--- config.mk ---
export PLATFORM = sky130hd
export DESIGN_NAME = uart_rx_sequencer
export DESIGN_NICKNAME = d
export VERILOG_FILES = /design/src/rtl/uart_pkg.sv /design/src/rtl/uart_rx_sequencer_baud_counter.sv /design/src/rtl/uart_rx_sequencer.sv
export SDC_FILE = /design/constraint.sdc
export NUM_CORES = 1
export LEC_CHECK = 0
export ABC_AREA = 1
export CAP_MARGIN = 0
export CORE_MARGIN = 2
export CORE_UTILIZATION = 68
export CTS_CLUSTER_DIAMETER = 80
export CTS_CLUSTER_SIZE = 28
export DETAILED_ROUTE_END_ITERATION = 10
export DONT_BUFFER_PORTS = 1
export GPL_ROUTABILITY_DRIVEN = 1
export GPL_TIMING_DRIVEN = 0
export PLACE_DENSITY = 0.82
export SYNTH_ARGS = -nofsm -noshare
export SYNTH_HDL_FRONTEND = slang
export SYNTH_HIERARCHICAL = 1
export SYNTH_SLANG_ARGS = --single-unit
--- constraint.sdc ---
create_clock -name clk -period 3 [get_ports clk]
set_input_delay 0.45 -clock clk [delete_from_list [all_inputs] [get_ports clk]]
set_output_delay 0.45 -clock clk [all_outputs]
set_load 0.1 [all_outputs]
--- src/rtl/uart_pkg.sv ---
// Shared constants and state encoding for the UART receive path.
package uart_pkg;
    localparam int DATA_BITS = 8;
    localparam int OS_RATE   = 16;
    localparam int CNT_W     = 20;
    localparam int BAUD_MIN  = 16;

    typedef enum logic [1:0] {IDLE, START, DATA, STOP} rx_state_e;
endpackage

--- src/rtl/uart_rx_sequencer_baud_counter.sv ---
// Next-count logic for the oversample baud counter; the caller owns the register.
module baud_counter #(
    parameter int CNT_W = 20
) (
    input  logic             rst,
    input  logic             en,
    input  logic [CNT_W-1:0] baud,
    input  logic [CNT_W-1:0] cnt_q,
    output logic [CNT_W-1:0] cnt_d,
    output logic             tick
);
    always_comb begin
        tick = en && (cnt_q == baud);
        if (rst || !en || tick) cnt_d = '0;
        else                    cnt_d = cnt_q + CNT_W'(1);
    end
endmodule

--- src/rtl/uart_rx_sequencer.sv ---
// 8N1 UART receiver: input synchroniser, mid-bit sampling FSM, valid/ack handshake
// with frame, overrun and configuration error reporting.
module uart_rx_sequencer #(
    parameter int DATA_BITS   = uart_pkg::DATA_BITS,
    parameter int OS_RATE     = uart_pkg::OS_RATE,
    parameter int CNT_W       = uart_pkg::CNT_W,
    parameter int SYNC_STAGES = 2
) (
    input  logic                 clk,
    input  logic                 rst,
    input  logic                 rx_en,
    input  logic [CNT_W-1:0]     baud,
    input  logic                 rx,
    output logic [DATA_BITS-1:0] rx_data,
    output logic                 rx_valid,
    output logic                 rx_pending,
    input  logic                 rx_ack,
    output logic                 frame_err,
    output logic                 overrun,
    output logic                 cfg_err,
    output logic                 busy
);
    import uart_pkg::*;

    localparam int IDX_W = $clog2(DATA_BITS);
    localparam logic [3:0] OS_LAST = 4'(OS_RATE - 1);
    localparam logic [3:0] OS_MID  = 4'(OS_RATE / 2 - 1);
    localparam logic [IDX_W-1:0] IDX_LAST = IDX_W'(DATA_BITS - 1);

    rx_state_e               state_q, state_d;
    logic [SYNC_STAGES-1:0]  sync_q, sync_d;
    logic [CNT_W-1:0]        cnt_q, cnt_d, baud_l_q, baud_l_d;
    logic [3:0]              os_cnt_q, os_cnt_d;
    logic [IDX_W-1:0]        bit_idx_q, bit_idx_d;
    logic [DATA_BITS-1:0]    shreg_q, shreg_d, rx_data_q, rx_data_d;
    logic                    rx_valid_q, rx_valid_d, rx_pending_q, rx_pending_d;
    logic                    frame_err_q, frame_err_d, overrun_q, overrun_d;
    logic                    cfg_err_q, cfg_err_d;
    logic                    rx_s, tick, baud_bad, good;

    assign busy       = (state_q != IDLE);
    assign rx_data    = rx_data_q;
    assign rx_valid   = rx_valid_q;
    assign rx_pending = rx_pending_q;
    assign frame_err  = frame_err_q;
    assign overrun    = overrun_q;
    assign cfg_err    = cfg_err_q;

    baud_counter #(.CNT_W(CNT_W)) u_baud (
        .rst   (rst),
        .en    (busy),
        .baud  (baud_l_q),
        .cnt_q (cnt_q),
        .cnt_d (cnt_d),
        .tick  (tick)
    );

    always_comb begin
        rx_s        = sync_q[SYNC_STAGES-1];
        sync_d      = {sync_q[SYNC_STAGES-2:0], rx};
        baud_bad    = (baud < CNT_W'(BAUD_MIN));
        cfg_err_d   = baud_bad;
        state_d     = state_q;
        os_cnt_d    = os_cnt_q;
        bit_idx_d   = bit_idx_q;
        shreg_d     = shreg_q;
        baud_l_d    = baud_l_q;
        rx_data_d   = rx_data_q;
        rx_valid_d  = 1'b0;
        frame_err_d = 1'b0;
        overrun_d   = 1'b0;
        good        = 1'b0;

        case (state_q)
            IDLE: begin
                os_cnt_d = '0;
                if (rx_en && !baud_bad && !rx_s) begin
                    state_d  = START;
                    baud_l_d = baud;
                end
            end
            START: if (tick) begin
                os_cnt_d = os_cnt_q + 4'd1;
                if (os_cnt_q == OS_MID) begin
                    state_d   = rx_s ? IDLE : DATA;
                    os_cnt_d  = '0;
                    bit_idx_d = '0;
                end
            end
            DATA: if (tick) begin
                os_cnt_d = (os_cnt_q == OS_LAST) ? 4'd0 : os_cnt_q + 4'd1;
                if (os_cnt_q == OS_LAST) begin
                    shreg_d[bit_idx_q] = rx_s;
                    bit_idx_d = bit_idx_q + IDX_W'(1);
                    if (bit_idx_q == IDX_LAST) state_d = STOP;
                end
            end
            STOP: if (tick) begin
                os_cnt_d = os_cnt_q + 4'd1;
                if (os_cnt_q == OS_LAST) begin
                    state_d     = IDLE;
                    os_cnt_d    = '0;
                    good        = rx_s;
                    frame_err_d = !rx_s;
                end
            end
            default: state_d = IDLE;
        endcase

        // Disable wins over everything, including a stop sample in the same cycle.
        if (!rx_en && state_q != IDLE) begin
            state_d     = IDLE;
            os_cnt_d    = '0;
            good        = 1'b0;
            frame_err_d = 1'b0;
        end

        if (good) begin
            rx_data_d  = shreg_q;
            rx_valid_d = 1'b1;
            overrun_d  = rx_pending_q;
        end
        // An ack seen during the rx_valid cycle belongs to the older byte and is ignored.
        if (good)                        rx_pending_d = 1'b1;
        else if (rx_ack && !rx_valid_q)  rx_pending_d = 1'b0;
        else                             rx_pending_d = rx_pending_q;
    end

    always_ff @(posedge clk) begin
        if (rst) begin
            state_q      <= IDLE;
            sync_q       <= '1;
            cnt_q        <= '0;
            baud_l_q     <= '0;
            os_cnt_q     <= '0;
            bit_idx_q    <= '0;
            shreg_q      <= '0;
            rx_data_q    <= '0;
            rx_valid_q   <= 1'b0;
            rx_pending_q <= 1'b0;
            frame_err_q  <= 1'b0;
            overrun_q    <= 1'b0;
            cfg_err_q    <= 1'b0;
        end else begin
            state_q      <= state_d;
            sync_q       <= sync_d;
            cnt_q        <= cnt_d;
            baud_l_q     <= baud_l_d;
            os_cnt_q     <= os_cnt_d;
            bit_idx_q    <= bit_idx_d;
            shreg_q      <= shreg_d;
            rx_data_q    <= rx_data_d;
            rx_valid_q   <= rx_valid_d;
            rx_pending_q <= rx_pending_d;
            frame_err_q  <= frame_err_d;
            overrun_q    <= overrun_d;
            cfg_err_q    <= cfg_err_d;
        end
    end
endmodule
==> impl_metrics.ini <==
[timing]
slew_viol_final = 0
fin_crit_ns = 2.67
finalHoldViolCount = 0
max_freq_ghz = 0.375
timing.setup.tns_ns = 0
fin_ws_ns = 0.331
skew_ns = 0.00668
setup_viol = 0
rsz0062_at_grt = no
post-route-period-util_pct = 89.0
max_slew_margin_pct = 34.4
tightest_slew_ns = 0.983

[global_route]
grt_start_max_net_pins = 16
grt_pass1_wl_mm = 13.4
antenna_found_initial = 0
first_global_vias = 2988
grt.total_usage_pct = 28.5
grt_overflow = 0

[routing]
drc = 0
antenna_left = 0
met1Wirelength_mm = 3.85
wl_met3_um = 492
wire_per_inst_um = 12.7
wirelength_mm = 7.99
met2_length_mm = 3.52
via_count = 3333
dr.pass1.iters = 4
drt_iter0_drc = 155
via_per_inst = 5.29
routed.top_layer = met4

[floorplanning]
start_util_pct = 71.0
coreArea_um2 = 5140
ios = 39
die_x_um = 77.3
die_h_um = 77.3
rows = 26
dieArea_um2 = 5970

[critical_path]
end_kind = flip-flop
worstSetupPathType = flip-flop to flip-flop
arrival_ns = 2.95
start_kind = flip-flop
worstPathMaxFanout = 10
cp.required_ns = 3.28

[cells_and_area]
synthToLayoutAreaGrowth_pct = 7.54
stdcell_count = 630
finalNetCount = 584
drive_above_1_share_pct = 8.39
nFillCells = 442
n_antenna_cell = 0
final_cell_mix = nand2_1 (118), nor2_1 (94), inv_1 (85)
final_area_um2 = 3930
layout_commonest_cell = nand2_1

[logic_synthesis]
synthesis.nets = 573
synth_top_area_share_pct = 39.5
syn_area_per_cell_um2 = 6.71
synth_edf_count = 0
yosys.area.top_type = dfxtp_1
ys_ff_latch = 72
synth_flop_cell = dfxtp_1
synth.area.top_cells = dfxtp_1 (39%), nand2_1 (12%), nor2_1 (9.7%)
synth_area_um2 = 3650
synth-async-reset-ratio_pct = 0
syn_inst = 544
synth_cell_types = 35
ys_seq_area_share_pct = 39.5
yosys_warnings = 6

[placed_design]
post-place-cells = 614
dp_hpwl_mm = 5.97
globalplace.congestion = 0.916
dp_worst_setup_slack_ns = 0.393
port_buffers = 0
place_area_um2 = 3740

[clock_tree]
cts_max_level = 3
post_cts_buffers = 0
cts.repair.resized = 0
clk_latency_ns = 0.35
cts_sinks = 72
cts_made_buffers = 9
cts_root_buf = clkbuf_8
cts_hold_buf = 0
clock_path_buffers = 2
cts_tree = done
clkTransAtPathRegs_ns = 0.08

[min_path]
hold_class = input port to flip-flop
hold_start = rx

[run_status]
status = finished, final reports clean

[job]
cap_violations = 0

[power_and_ir_drop]
ir_drop_mv = 0.384
leakage_nw = 1.52
power_density_nw_per_um2 = 452
[worst paths after layout]
kind | end | slack, ns | depth (start not counted)
setup / recovery | rx_data[4]$_SDFFE_PP0P_ | 0.33 | 15
hold / removal | sync_q[0]$_SDFF_PP1_ | 0.20 | 1
hold reg to reg | sync_q[1]$_SDFF_PP1_ | 0.42 | 1
setup reg to reg | rx_data[4]$_SDFFE_PP0P_ | 0.33 | 15
[per-layer routing]
layer  up-vias  global-route usage, %
li1       1716                      -
met1      1509                   39.3
met2        96                   43.6
met3        12                   5.53
met4         0                   12.3
met5         -                      0
[Yosys cell counts (3+ instances only)]
| cell type | number |
|---|---|
| xnor2_1 | 3 |
| clkbuf_1 | 5 |
| xor2_1 | 15 |
| nand2_2 | 4 |
| or2_2 | 4 |
| ha_1 | 4 |
| nor3_1 | 3 |
| nand4_1 | 8 |
| buf_1 | 3 |
| nand3_1 | 37 |
| o21ai_0 | 21 |
| buf_2 | 5 |
| nand2_1 | 118 |
| a21oi_1 | 41 |
| nor2_1 | 94 |
| dfxtp_1 | 72 |
| inv_1 | 85 |
| buf_6 | 3 |
| nor3_2 | 3 |
[metrics by stage]
stage / hold WS [ns] / utilization (%) / total power, mW
6_report: 0.200 / 76.4 / 1.77
5_1_grt: 0.193 / 76.4 / 1.83
4_1_cts: 0.193 / 76.4 / 1.78
3_5_place_dp: 0.396 / 72.7 / 1.07
3_3_place_gp: 0.391 / 72.7 / 1.06
2_1_floorplan: 0.389 / - / 1.05
[report_power, final]
group	internal, mW	switching (mW)	leakage [nW]
Combinational	0.0226	0.0548	0.849
Sequential	0.962	0.00537	0.581
Clock	0.318	0.411	0.0903
Total	1.30	0.471	1.52
[critical path: stages, from the launching register on]
cell and delay, ns:
dfxtp_1 0.42, inv_1 0.09, nand2_2 0.48, nand2_1 0.16, nor2_1 0.13, nand2_1 0.06, nor2_1 0.10, nand3_1 0.14
inv_1 0.11, inv_1 0.10, nor2_8 0.19, nand4_4 0.13, clkinv_2 0.11, buf_6 0.14, nor2_1 0.05, nor2_1 0.17
[cell type report]
type	instances	area, µm²	share of cell area (%)
clock buffer	9	124	3.16
tap	70	87.6	2.23
clock inverter	7	63.8	1.63
multi-input combinational	368	1780	45.5
inverter	87	328	8.35
sequential	72	1440	36.7
buffer	17	96.3	2.45
[logic make-up after synthesis]
| logic type | count (synthesis) | share of synthesized area, % |
|---|---|---|
| AOI/OAI and AO/OA | 66 | 9.32 |
| xor gates and xnor gates | 18 | 4.32 |
| adders and majority gates | 4 | 1.37 |
| buffers and inverters | 104 | 11.6 |
| DFF | 72 | 39.5 |
| and+or+nand+nor | 280 | 33.9 |
[state kept, by name, summed over array words and instances, names as in the netlist, named ones only]
register / count
baud_l_q: 20
cnt_q: 20
rx_data: 8
shreg_q: 8
os_cnt_q: 4
bit_idx_q: 3
sync_q: 2
cfg_err: 1
frame_err: 1
overrun: 1
rx_pending: 1
rx_valid: 1
state_q: 1
Note: power is estimated with default switching activity, not from simulation.
